$ cat config.mk
export PLATFORM = sky130hd
export DESIGN_NAME = stream_take_sum
export DESIGN_NICKNAME = d
export VERILOG_FILES = /design/src/rtl/stream_take_sum_pkg.sv /design/src/rtl/stream_take_sum_add.sv /design/src/rtl/stream_take_sum.sv
export SDC_FILE = /design/constraint.sdc
export NUM_CORES = 1
export LEC_CHECK = 0
export BUFFER_PORTS_ARGS = -buffer_cell sky130_fd_sc_hd__buf_2
export CAP_MARGIN = 40
export CORE_MARGIN = 4
export CORE_UTILIZATION = 46
export DETAILED_ROUTE_END_ITERATION = 10
export GPL_ROUTABILITY_DRIVEN = 0
export GPL_TIMING_DRIVEN = 0
export PLACE_DENSITY = 0.66
export SLEW_MARGIN = 20
export SYNTH_ARGS = -nofsm -noshare
export SYNTH_HDL_FRONTEND = slang
export SYNTH_HIERARCHICAL = 1
export SYNTH_SLANG_ARGS = --single-unit
$ cat constraint.sdc
create_clock -name clk -period 2.1 [get_ports clk]
set_input_delay 0.525 -clock clk [delete_from_list [all_inputs] [get_ports clk]]
set_output_delay 0.525 -clock clk [all_outputs]
set_load 0.01 [all_outputs]
$ cat src/rtl/stream_take_sum_pkg.sv
// Shared definitions for stream_take_sum: the controller state encoding.
package stream_take_sum_pkg;

    // IDLE waits for a start, TAKE consumes k stream elements, DONE offers the sum.
    typedef enum logic [1:0] {
        ST_IDLE = 2'd0,
        ST_TAKE = 2'd1,
        ST_DONE = 2'd2
    } state_e;

endpackage

$ cat src/rtl/stream_take_sum_add.sv
// take_sum_add: N-bit accumulator adder.
// Default build wraps mod 2^N; with STREAM_TAKE_SUM_SATURATE_EN defined the
// add clamps at 2^N-1. A clamped sum stays clamped because max + x >= max.
module take_sum_add #(
    parameter int N = 8
) (
    input  logic [N-1:0] a,
    input  logic [N-1:0] b,
    output logic [N-1:0] y
);

`ifdef STREAM_TAKE_SUM_SATURATE_EN
    // Saturating add: any carry out of the top bit pins the result at all-ones.
    function automatic logic [N-1:0] sat_add(input logic [N-1:0] x, input logic [N-1:0] z);
        logic [N:0] t;
        t = {1'b0, x} + {1'b0, z};
        return t[N] ? {N{1'b1}} : t[N-1:0];
    endfunction

    assign y = sat_add(a, b);
`else
    // Plain modular add; the carry out is intentionally dropped.
    assign y = a + b;
`endif

endmodule

$ cat src/rtl/stream_take_sum.sv
// stream_take_sum: latch a count k on a start handshake, accept exactly k
// elements from the input stream, and present their sum under valid/ready.
// Optional feature macro: STREAM_TAKE_SUM_SATURATE_EN (saturating add,
// implemented in take_sum_add). Sequencing is the same in both builds.
module stream_take_sum
    import stream_take_sum_pkg::*;
#(
    parameter int N  = 8,
    parameter int CW = 8
) (
    input  logic          clk,
    input  logic          nrst,
    input  logic          in_valid,
    output logic          in_ready,
    input  logic [CW-1:0] dCount,
    input  logic [N-1:0]  sIn,
    input  logic          sIn_valid,
    output logic          sIn_ready,
    output logic          out_valid,
    input  logic          out_ready,
    output logic [N-1:0]  dOut
);

    state_e        state_q, state_d;
    logic [N-1:0]  sum_q, sum_d;
    logic [CW-1:0] rem_q, rem_d;
    logic [N-1:0]  dout_q, dout_d;
    logic          out_valid_q, out_valid_d;
    logic [N-1:0]  add_y;

    take_sum_add #(.N(N)) u_add (
        .a (sum_q),
        .b (sIn),
        .y (add_y)
    );

    // Readies depend on state alone so no input can reach them combinationally.
    assign in_ready  = (state_q == ST_IDLE);
    assign sIn_ready = (state_q == ST_TAKE);
    assign out_valid = out_valid_q;
    assign dOut      = dout_q;

    // Next-state and datapath updates; everything holds unless a handshake fires.
    always_comb begin
        state_d     = state_q;
        sum_d       = sum_q;
        rem_d       = rem_q;
        dout_d      = dout_q;
        out_valid_d = out_valid_q;
        unique case (state_q)
            ST_IDLE: begin
                if (in_valid) begin
                    rem_d = dCount;
                    sum_d = '0;
                    if (dCount == '0) begin
                        // Empty take: the result is the zero sum, offered next cycle.
                        state_d     = ST_DONE;
                        out_valid_d = 1'b1;
                        dout_d      = '0;
                    end else begin
                        state_d = ST_TAKE;
                    end
                end
            end
            ST_TAKE: begin
                if (sIn_valid) begin
                    sum_d = add_y;
                    rem_d = rem_q - CW'(1);
                    if (rem_q == CW'(1)) begin
                        // Last element: publish the sum including this element.
                        state_d     = ST_DONE;
                        out_valid_d = 1'b1;
                        dout_d      = add_y;
                    end
                end
            end
            ST_DONE: begin
                if (out_ready) begin
                    state_d     = ST_IDLE;
                    out_valid_d = 1'b0;
                end
            end
            default: begin
                state_d     = ST_IDLE;
                out_valid_d = 1'b0;
            end
        endcase
    end

    // State and data registers; a low nrst aborts any transaction in flight.
    always_ff @(posedge clk) begin
        if (!nrst) begin
            state_q     <= ST_IDLE;
            sum_q       <= '0;
            rem_q       <= '0;
            dout_q      <= '0;
            out_valid_q <= 1'b0;
        end else begin
            state_q     <= state_d;
            sum_q       <= sum_d;
            rem_q       <= rem_d;
            dout_q      <= dout_d;
            out_valid_q <= out_valid_d;
        end
    end

endmodule

; ---- Word level (Yosys, flattened, before mapping)
; Index checks and enable logic that the tools add are counted.
; W data, S select, Z words.
[totals]
regBits = 27
inputBits = 21
output_inout_bits = 11
wordCells = 45
[classes]
n_addsub = 2
n_eq_ne = 8
muxes = 23
reduce_logical = 7
[op_table]
columns = op, n
row1 = $mux W8, 8
row2 = $pmux W8 S2, 3
row3 = $mux W2, 5
row4 = $reduce_and A5 Y1, 2
row5 = $add A8 B8 Y8, 1
row6 = $eq A8 B1 Y1 const B, 1
row7 = $logic_not A8 Y1, 1
row8 = $sub A8 B1 Y8 const B, 1
row9 = $ne A2 B2 Y1 const B, 3
row10 = $pmux W2 S3, 1
row11 = $mux W1, 5
row12 = $ne A2 B1 Y1 const B, 2
row13 = $reduce_and A4 Y1, 1
row14 = $pmux W1 S3, 1
row15 = $reduce_and A3 Y1, 1
row16 = $eq A2 B1 Y1 const B, 1
row17 = $eq A2 B2 Y1 const B, 1
row18 = $logic_not A2 Y1, 1
row19 = $reduce_bool A2 Y1, 1

; ---- Logic depth before layout (Yosys ltp)
[logic_depth]
word_depth = 4
ltp_mapped = 8
mapped_depth_nobuf = 8

; ---- Hierarchy
; The synthesis kept the hierarchy.
[modules_own_cells]
columns = module, instances, cells_per_inst, area_each_um2, seq_area_each_um2
row1 = stream_take_sum, 1, 161, 1351.3, 540.5
row2 = take_sum_add, 1, 42, 331.6, 0.0

; ---- Least setup slack after synthesis
; OpenSTA, ideal clock, no wires.
[synth_timing]
path_kind = input to register
startpoint = in sIn[0]
endpoint = reg dout_q[6] (netlist: dOut[6])
setup_time_ps = 72
arrival_time_ps = 1820
t_required_ps = 2028
path_slack_ps = 208
path_stages = 8
n_path_buf = 0
path_cell_list = ha_1 inv_1 fa_1 nor2b_4 o31a_1 o311ai_1 nand3_1 mux2i_1
[synth_via]
elab_chain_cells = 4
[synth_rtl]
columns = item, line
row1 = "start, declared", stream_take_sum.sv:16  ; input logic [N-1:0] sIn,
row2 = $add A8 B8 Y8, stream_take_sum_add.sv:23  ; assign y = a + b;
row3 = net add_y[6], stream_take_sum.sv:29  ; logic [N-1:0] add_y;
row4 = $mux W8, stream_take_sum.sv:69  ; if (rem_q == CW'(1)) begin
row5 = $mux W8, stream_take_sum.sv:66  ; if (sIn_valid) begin
row6 = $pmux W8 S2, stream_take_sum.sv:50  ; unique case (state_q)
row7 = "end signal, assigned", stream_take_sum.sv:102  ; dout_q <= dout_d;
row8 = "end, declared", stream_take_sum.sv:27  ; logic [N-1:0] dout_q, dout_d;
; The timed path passes the listed nets, and every way through them passes these cells. The select of a mux whose other input is x is not followed.
; A chain may end at the register's enable or synchronous reset.

; ---- Worst setup path after layout
[layout_timing]
startpoint = reg state_q[0]
endpoint = out sIn_ready
[layout_via]
elab_chain_cells = 1
[layout_rtl]
columns = item, line
row1 = "start, declared", stream_take_sum.sv:24  ; state_e state_q, state_d;
row2 = "start signal, assigned", stream_take_sum.sv:99  ; state_q <= state_d;
row3 = $eq A2 B1 Y1, stream_take_sum.sv:39  ; assign sIn_ready = (state_q == ST_TAKE);
row4 = "end, declared", stream_take_sum.sv:18  ; output logic sIn_ready,
; Every way passes these cells.

==> qor.csv <==
stage;metric;value;unit
yosys;ys_seq_area_share;32.1;%
clock_network;cts_tree;built;
critical_path;critPathMaxStageDelay;0.37;ns
yosys;ys.flop_type;dfxtp_1;
floorplanning;core;3440;um^2
sta;slew_headroom;65.4;%
cells_and_area;diodes;0;
yosys;yosysUniqueCellTypes;50;
drt;avgRoutedWirePerCell;14.3;um
drt;viasPerCell;5.50;
worst_hold_path;hold_class;flop to flop;
yosys;syn_nets;234;
grt;first_global_vias;1462;
cells_and_area;nets;268;
yosys;synthArstFlopShare;0;%
sta;finalCritPeriodShare;92.8;%
clock_network;clk_pin_slew_worst_paths;0.10;ns
yosys;ys_top_cells_by_area;dfxtp_1 32%, ha_1 6.7%, a21oi_1 5.7%;
floorplanning;start_util;48.9;%
sta;tightestPinTransition;0.519;ns
pwr;p_leak;0.790;nW
place;dp.cells;279;
critical_path;slowest_stage;inv_1;
critical_path;path_cells;buf_6 > nand2b_1 > inv_1 > buf_2;
critical_path;worstPathRequired;1.57;ns
cells_and_area;fin_area;1940;um^2
drt;routed_wl;4030;um
clock_network;cts_max_path_buffers;2;
critical_path;arrival;1.42;ns
drt;drtAntennaViolNets;0;
yosys;syn_area_per_cell;8.29;um^2
floorplanning;io_pins;32;
cells_and_area;fillers;343;
place;placed_cell_area;1890;um^2
yosys;synth_commonest_cells;27 x dfxtp_1, 20 x nand2_1, 19 x a21oi_1;
yosys;synth.largest_area_cell;dfxtp_1;
floorplanning;die_h;68.5;um
critical_path;crit_fanout;16;
clock_network;clk_latency;0.28;ns
cells_and_area;area_delta_synth_final;15.5;%
place;dp_hpwl;3100;um
clock_network;root_buffer;clkbuf_8;
drt;drc_errors;0;
floorplanning;dieArea;4690;um^2
critical_path;worst-setup-path-type;flop to output pin;
sta;rsz0062_at_grt;no;
sta;max_freq;513;MHz
flow_run;drv_cap;0;
drt;vias;1552;
yosys;netlist.area_leader.share;32.1;%
clock_network;cts_made_buffers;3;
sta;worst_hold_slack;0.458;ns
clock_network;clock_sinks;27;
cells_and_area;drive_above_1_share;19.9;%
sta;finClkSkew;0.00442;ns
sta;slew_viol_final;0;
clock_network;htreeDepth;1;
yosys;synth_area;1680;um^2
cells_and_area;finalNonFillerCells;282;
grt;grt_max_degree;17;
critical_path;cp-start-kind;flop;
yosys;yosysWarnings;6;
sta;setup-tns-final;0;ns
grt;overflow;0;
pwr;power_density;607;nW/um^2
critical_path;cp-end-kind;output pin;
floorplanning;rows;21;
yosys;yosysMostFrequentCell;dfxtp_1;
drt;dr.pass1.iters;4;
sta;finalHoldViolations;0;
run_status;outcome;finished clean;
clock_network;hold_buffers;0;
yosys;synth_edf_count;0;
pwr;ir_drop;308;uV
place;placement.io_buffers;30;
drt;drt-initial-drc-count;116;
sta;finalSetupViolCount;0;
yosys;syn_inst;203;
grt;grtUsageTotal;18.7;%
grt;grt_pass1_wl;6630;um
grt;antenna_found_initial;0;
floorplanning;die_x;68.5;um
yosys;ys_ff_latch;27;
sta;min_period;1.95;ns
-- through the flow --
stage               power [mW]  setup slack [ns]  util (%)
global placement         0.875            -0.254      54.9
floorplan                0.791             0.208         -
finish                    1.18             0.151      56.5
CTS                       1.18            0.0423      56.2
detailed placement       0.875            -0.251      54.9
global route              1.25            0.0149      56.5
-- cell families after synthesis --
group | synth area share (%)
compound gates | 22.2
mux | 6.17
xor+xnor | 2.08
buf+inv | 6.69
fa+ha+maj | 7.88
simple gates | 22.9
flops | 32.1
-- worst paths after layout --
| path | endpoint | cells past startpoint | start | slack, ns |
|---|---|---|---|---|
| hold / removal | dOut[4] | 2 | dOut[4] | 0.46 |
| hold reg to reg | dOut[4] | 2 | dOut[4] | 0.46 |
| setup reg to reg | dOut[6] | 8 | sum_q[0] | 0.15 |
| setup / recovery | sIn_ready | 4 | state_q[0] | 0.15 |
-- critical path, delay by kind of cell, from the launching register on --
| kind | cells | cell delay, ns |
|---|---|---|
| AND/OR/NAND/NOR | 1 | 0.07 |
| flip-flops | 1 | 0.34 |
| buffers and inverters | 3 | 0.73 |
-- report_power, final --
| part | total, mW | switching [mW] | internal [mW] | leakage, nW |
|---|---|---|---|---|
| Combinational | 0.305 | 0.178 | 0.127 | 0.549 |
| Clock | 0.310 | 0.175 | 0.135 | 0.0217 |
| Sequential | 0.565 | 0.0266 | 0.538 | 0.220 |
-- repair_timing --
item | CTS | global route
setup endpoints to repair | 1 | 1
cloned | 0 | 0
resized for setup | 0 | 1
pin swaps | 0 | 0
buffers inserted | 0 | 0
-- placed cells by master (no fill, tap or decap), types with 2 or more instances in the layout --
cell      Yosys  final
ha_1          9      9
nand2b_1      2      2
xor2_1        2      2
nand3_1      18     18
and3_1        2      2
dfxtp_1      27     27
nor3_1        3      3
nor2_1       13     13
nor4_1        2      2
nand2_1      20     20
a21oi_1      19     19
o21a_1        2      2
buf_2         3     33
a32o_1        2      2
buf_6         3      3
mux2i_1       9      9
a211oi_1      3      3
nor3b_1       2      2
nor2b_1       3      3
xnor2_1       2      2
inv_1        11     11
o211ai_1      4      4
o21ai_0       8      8
clkbuf_8      0      3
a22oi_1       2      2
o31ai_1       2      2
nand4_1       2      2
clkbuf_1      5      5
-- metal layers --
metal / GRT usage [%] / part of all wire (%) / vias up
li1: - / - / 802
met3: 3.61 / 4.3 / 4
met5: 0 / 0 / -
met2: 28.8 / 44 / 31
met4: 6.70 / 0.99 / 0
met1: 25.6 / 51 / 715
-- layout make-up --
type / count / area [um^2] / area share, %
Sequential cell: 27 / 541 / 27.8
Buffer: 11 / 67.6 / 3.48
Timing Repair Buffer: 30 / 150 / 7.73
Multi-Input combinational cell: 153 / 1040 / 53.4
Inverter: 11 / 41.3 / 2.12
Tap cell: 46 / 57.6 / 2.96
Clock buffer: 3 / 41.3 / 2.12
Clock inverter: 1 / 7.51 / 0.386
-- state kept, by name (all words and copies together), names as in the netlist --
signal     count
state_q        2
rem_q          8
dOut           8
out_valid      1
sum_q          8
(Power assumes the default switching activity.)
